==> src/rtl/fetch_stage_pkg.sv <==
// rtl/fetch_stage_pkg.sv - shared constants, FSM encoding and fetch address check for fetch_stage
package fetch_stage_pkg;

    localparam logic [31:0] PC_RESET = 32'h0000_3000;
    localparam logic [31:0] IM_BASE  = 32'h0000_3000;
    localparam logic [31:0] IM_TOP   = 32'h0000_6FFC;
    localparam logic [4:0]  EXC_ADEL = 5'd4;
    localparam logic [4:0]  EXC_NONE = 5'd0;

    typedef enum logic {
        BOOT = 1'b0,
        RUN  = 1'b1
    } fetch_state_e;

    // Misaligned or outside the instruction memory window.
    function automatic logic is_adel(input logic [31:0] pc);
        return (pc[1:0] != 2'b00) || (pc < IM_BASE) || (pc > IM_TOP);
    endfunction

endpackage

==> src/rtl/fetch_stage_if.sv <==
// rtl/fetch_stage_if.sv - fetch stage bus: pipeline control, instruction memory and F/D outputs
interface fetch_stage_if;
    logic        stall;
    logic [31:0] npc;
    logic [31:0] i_inst_rdata;
    logic [31:0] i_inst_addr;
    logic [31:0] F_PC;
    logic [31:0] D_PC;
    logic [31:0] D_Instr;
    logic        D_Valid;
    logic [4:0]  D_ExcCode;

    modport master (
        input  stall, npc, i_inst_rdata,
        output i_inst_addr, F_PC, D_PC, D_Instr, D_Valid, D_ExcCode
    );

    modport slave (
        output stall, npc, i_inst_rdata,
        input  i_inst_addr, F_PC, D_PC, D_Instr, D_Valid, D_ExcCode
    );
endinterface

==> src/rtl/fetch_stage_fd_reg.sv <==
// rtl/fetch_stage_fd_reg.sv - F/D pipeline register with load enable
import fetch_stage_pkg::*;

module fd_reg (
    input  logic        clk,
    input  logic        reset,
    input  logic        en,
    input  logic [31:0] pc_in,
    input  logic [31:0] instr_in,
    input  logic [4:0]  exc_in,
    output logic [31:0] d_pc,
    output logic [31:0] d_instr,
    output logic        d_valid,
    output logic [4:0]  d_exc_code
);

    // Reset wins over a pending hold so no stalled instruction survives it.
    always_ff @(posedge clk) begin
        if (reset) begin
            d_pc       <= 32'h0;
            d_instr    <= 32'h0;
            d_valid    <= 1'b0;
            d_exc_code <= EXC_NONE;
        end else if (en) begin
            d_pc       <= pc_in;
            d_instr    <= instr_in;
            d_valid    <= 1'b1;
            d_exc_code <= exc_in;
        end
    end

endmodule

==> src/rtl/fetch_stage.sv <==
// rtl/fetch_stage.sv - PC register, BOOT/RUN FSM and F/D register; FETCH_EXC_EN enables AdEL detection
import fetch_stage_pkg::*;

module fetch_stage (
    input  logic          clk,
    input  logic          reset,
    fetch_stage_if.master bus
);

    fetch_state_e state_q, state_d;
    logic         load;
    logic [31:0]  f_pc;
    logic [31:0]  fetch_instr;
    logic [4:0]   fetch_exc;
    logic [31:0]  d_pc;
    logic [31:0]  d_instr;
    logic         d_valid;
    logic [4:0]   d_exc_code;

    always_ff @(posedge clk) begin
        if (reset) begin
            state_q <= BOOT;
            f_pc    <= PC_RESET;
        end else begin
            state_q <= state_d;
            if (load) begin
                f_pc <= bus.npc;
            end
        end
    end

    always_comb begin
        state_d = state_q;
        load    = 1'b0;
        case (state_q)
            BOOT: begin
                if (!bus.stall) begin
                    load    = 1'b1;
                    state_d = RUN;
                end
            end
            RUN: begin
                load = !bus.stall;
            end
            default: state_d = BOOT;
        endcase
    end

`ifdef FETCH_EXC_EN
    // A faulting fetch carries a nop so nothing downstream decodes garbage.
    always_comb begin
        if (is_adel(f_pc)) begin
            fetch_instr = 32'h0;
            fetch_exc   = EXC_ADEL;
        end else begin
            fetch_instr = bus.i_inst_rdata;
            fetch_exc   = EXC_NONE;
        end
    end
`else
    assign fetch_instr = bus.i_inst_rdata;
    assign fetch_exc   = EXC_NONE;
`endif

    fd_reg u_fd_reg (
        .clk        (clk),
        .reset      (reset),
        .en         (load),
        .pc_in      (f_pc),
        .instr_in   (fetch_instr),
        .exc_in     (fetch_exc),
        .d_pc       (d_pc),
        .d_instr    (d_instr),
        .d_valid    (d_valid),
        .d_exc_code (d_exc_code)
    );

    assign bus.i_inst_addr = f_pc;
    assign bus.F_PC        = f_pc;
    assign bus.D_PC        = d_pc;
    assign bus.D_Instr     = d_instr;
    assign bus.D_Valid     = d_valid;
    assign bus.D_ExcCode   = d_exc_code;

endmodule

==> src/flat_wrapper.sv <==
// flat-port wrapper written by rule: the top's interface ports become plain ports
module fetch_stage_flat 
  (clk, reset, bus_stall, bus_npc, bus_i_inst_rdata, bus_i_inst_addr, bus_F_PC, bus_D_PC, bus_D_Instr, bus_D_Valid, bus_D_ExcCode);
  fetch_stage_if bus_i ();
  input  logic clk;
  input  logic reset;
  input wire logic [$bits(bus_i.stall)-1:0] bus_stall;
  input wire logic [$bits(bus_i.npc)-1:0] bus_npc;
  input wire logic [$bits(bus_i.i_inst_rdata)-1:0] bus_i_inst_rdata;
  output wire logic [$bits(bus_i.i_inst_addr)-1:0] bus_i_inst_addr;
  output wire logic [$bits(bus_i.F_PC)-1:0] bus_F_PC;
  output wire logic [$bits(bus_i.D_PC)-1:0] bus_D_PC;
  output wire logic [$bits(bus_i.D_Instr)-1:0] bus_D_Instr;
  output wire logic [$bits(bus_i.D_Valid)-1:0] bus_D_Valid;
  output wire logic [$bits(bus_i.D_ExcCode)-1:0] bus_D_ExcCode;
  assign bus_i.stall = bus_stall;
  assign bus_i.npc = bus_npc;
  assign bus_i.i_inst_rdata = bus_i_inst_rdata;
  assign bus_i_inst_addr = bus_i.i_inst_addr;
  assign bus_F_PC = bus_i.F_PC;
  assign bus_D_PC = bus_i.D_PC;
  assign bus_D_Instr = bus_i.D_Instr;
  assign bus_D_Valid = bus_i.D_Valid;
  assign bus_D_ExcCode = bus_i.D_ExcCode;
  fetch_stage u_core (.clk(clk), .reset(reset), .bus(bus_i));
endmodule
==> config.mk <==
export PLATFORM = sky130hd
export DESIGN_NAME = fetch_stage_flat
export DESIGN_NICKNAME = d
export VERILOG_FILES = /design/src/rtl/fetch_stage_pkg.sv /design/src/rtl/fetch_stage_if.sv /design/src/rtl/fetch_stage_fd_reg.sv /design/src/rtl/fetch_stage.sv /design/src/flat_wrapper.sv
export SDC_FILE = /design/constraint.sdc
export NUM_CORES = 1
export LEC_CHECK = 0
export CORE_ASPECT_RATIO = 2
export CORE_MARGIN = 8
export CORE_UTILIZATION = 42
export CTS_CLUSTER_SIZE = 28
export DETAILED_ROUTE_END_ITERATION = 8
export MAX_ROUTING_LAYER = met4
export PLACE_DENSITY = 0.86
export SYNTH_ARGS = -nofsm -noshare
export SYNTH_HDL_FRONTEND = slang
export SYNTH_SLANG_ARGS = --single-unit
export TNS_END_PERCENT = 20
==> constraint.sdc <==
create_clock -name clk -period 1.4 [get_ports clk]
set_input_delay 0.21 -clock clk [delete_from_list [all_inputs] [get_ports clk]]
set_output_delay 0.21 -clock clk [all_outputs]
set_load 0.1 [all_outputs]
==> out/qor.csv <==
metric,value,unit
yosysMostFrequentCell,dfxtp_1,
crit_arrival,1060,ps
grt_pass1_vias,3238,
track_usage,21.06,%
power.leakage,3.094,nW
r2r-end,u_core.u_fd_reg.d_pc[5],
port_buffers,195,
die_y,148.8,um
overflow,0,
path_clk_slew,70,ps
ioPinCount,201,
clk_path_buf_depth,2,
reg2reg_setup_slack,550,ps
cp.buffers_inverters,1,
clk-insertion-delay-late,340,ps
finalCritPeriodShare,91.06,%
critPathCapture,bus_i_inst_addr[25],
drive_gt1_share,30.60,%
fp-row-count,48,
cp_top_family,flip-flops,
dp_hpwl,9763,um
cts-resized-gates,0,
netlist_instances,351,
startpoint_type,flop,
skew,5.234,ps
area_growth,90.44,%
min_period,1275,ps
crit_cells,1,
diodes,0,
vdd.ir_drop.worst,0.0009680,V
cts_buffers,9,
firstDrtPassIters,6,
postCtsSetupBuffers,0,
critPathLaunch,u_core.bus.F_PC[25],
dpl.cell_count,597,
maxCapViolations,0,
finalPower,8.537,mW
dr.first_iter.drc_count,137,
htreeDepth,3,
synth_area,0.003705,mm2
synth_top_area_share,52.41,%
grt_pass1_wl,18550,um
max_freq,0.7844,GHz
synth_cell_types,13,
slew_viol_final,0,
gp_congestion,0.8194,
dieArea,0.01226,mm2
r2r-start,u_core.bus.F_PC[5],
synth_flop_cell,dfxtp_1,
cts_root_buf,clkbuf_16,
via_count,3028,
power_density,1210,mW/mm2
slowest_delay,500,ps
postLayoutCellArea,0.007056,mm2
crit_fanout,4,
synth_common_cells,"dfxtp_1, mux2i_1, nor2_1, buf_4, clkbuf_1",
wl_per_cell,20.78,um
crit_type,reg2out,
async_reset_ff_share,0,%
fin_hold_ws,215.2,ps
initial_core_util,43.14,%
syn_area_per_cell,10.55,um2
critical-path-slowest-cell,dfxtp_1,
die_w,82.41,um
finalHoldViolCount,0,
clkSinkCount,97,
ys_seq_elements,97,
place_area,0.006756,mm2
cts_tree,done,
postCtsHoldBufs,0,
core-area,0.008588,mm2
fin_nets,575,
synthTopCellsByArea,"dfxtp_1, mux2i_1, nor2_1",
hold_path_class,in2reg,
fin_util,82.15,%
vias_per_cell,4.940,
setup_viol,0,
grt_max_degree,48,
drcViolationCount,0,
reg2regPathDepth,2,
outcome,"complete, no violations",
crit_path_end_kind,primary output,
yosys_warnings,0,
wl,12740,um
rsz0062_at_grt,false,
critPathRequiredTime,1190,ps
antenna_found_initial,0,
synth_top_cell_by_area,dfxtp_1,
ys_seq_area_share,52.41,%
final_cells,613,
path_cells,buf_12,
synth_edf_count,0,
ant_nets,0,
## report_power, final
part | internal (mW) | total, mW | switching [mW]
registers | 2.91 | 3.14 | 0.229
clock network | 1.44 | 2.47 | 1.04
logic | 1.06 | 2.93 | 1.86
## metrics by stage
step                      setup slack [ps]  TNS [ps]
after detailed placement             202.5         0
after global placement               284.2         0
after global routing                 97.38         0
after CTS                            116.7         0
after floorplan                     -199.5     -5188
final                                125.2         0
## area by class of cell
class                   count  area (um2)
repair buffers            201        3331
multi-input cells         198        1348
inverters                   1       3.754
fillers                   457        1533
flip-flops and latches     97        1949
clock buffers              12       246.5
well taps                 100       125.1
clock inverters             4       52.55
## layer usage
metal / vias to the layer above / track usage (%) / share of wire (%)
met4: 0 / 10.80 / 3.8
met1: 1465 / 19.36 / 33
met5: - / - / 0
met3: 27 / 4.167 / 6.0
li1: 1412 / - / -
met2: 124 / 38.51 / 57
## cells in the final DEF, fill, tap and decap left out, drive strengths merged, types with 2 or more instances in the layout
master           n
buf            137
clkinvlp         3
clkdlybuf4s50   64
clkbuf          12
conb             5
nor2            94
a211o            2
mux2i           94
dfxtp           97
nor2b            2
## cells by family after synthesis
group	count (synthesis)	share of synthesized area, %
flip-flops	97	52.41
AND/OR/NAND/NOR	96	9.862
buffers and inverters	60	11.62
other	1	0.1012
AO/OA/AOI/OAI	3	0.6079
multiplexers	94	25.40
## flip-flops by register name, summed over array words and instances, names as in the netlist
name / cells
u_core.u_fd_reg.d_valid: 1
u_core.u_fd_reg.d_pc: 32
u_core.u_fd_reg.d_instr: 32
u_core.bus.F_PC: 32
## worst min path at each step
stage                                        from                       to  slack, ps  depth (start not counted)
after floorplan                        bus_npc[0]       u_core.bus.F_PC[0]        350                          2
after detailed placement  u_core.u_fd_reg.d_valid  u_core.u_fd_reg.d_valid        480                          2
after global routing                    bus_stall      u_core.bus.F_PC[12]        220                          2
after CTS                               bus_stall      u_core.bus.F_PC[13]        210                          2
after global placement    u_core.u_fd_reg.d_valid  u_core.u_fd_reg.d_valid        470                          2
final                                   bus_stall      u_core.bus.F_PC[13]        220                          2
No activity file was read; power rests on OpenSTA's default activity.
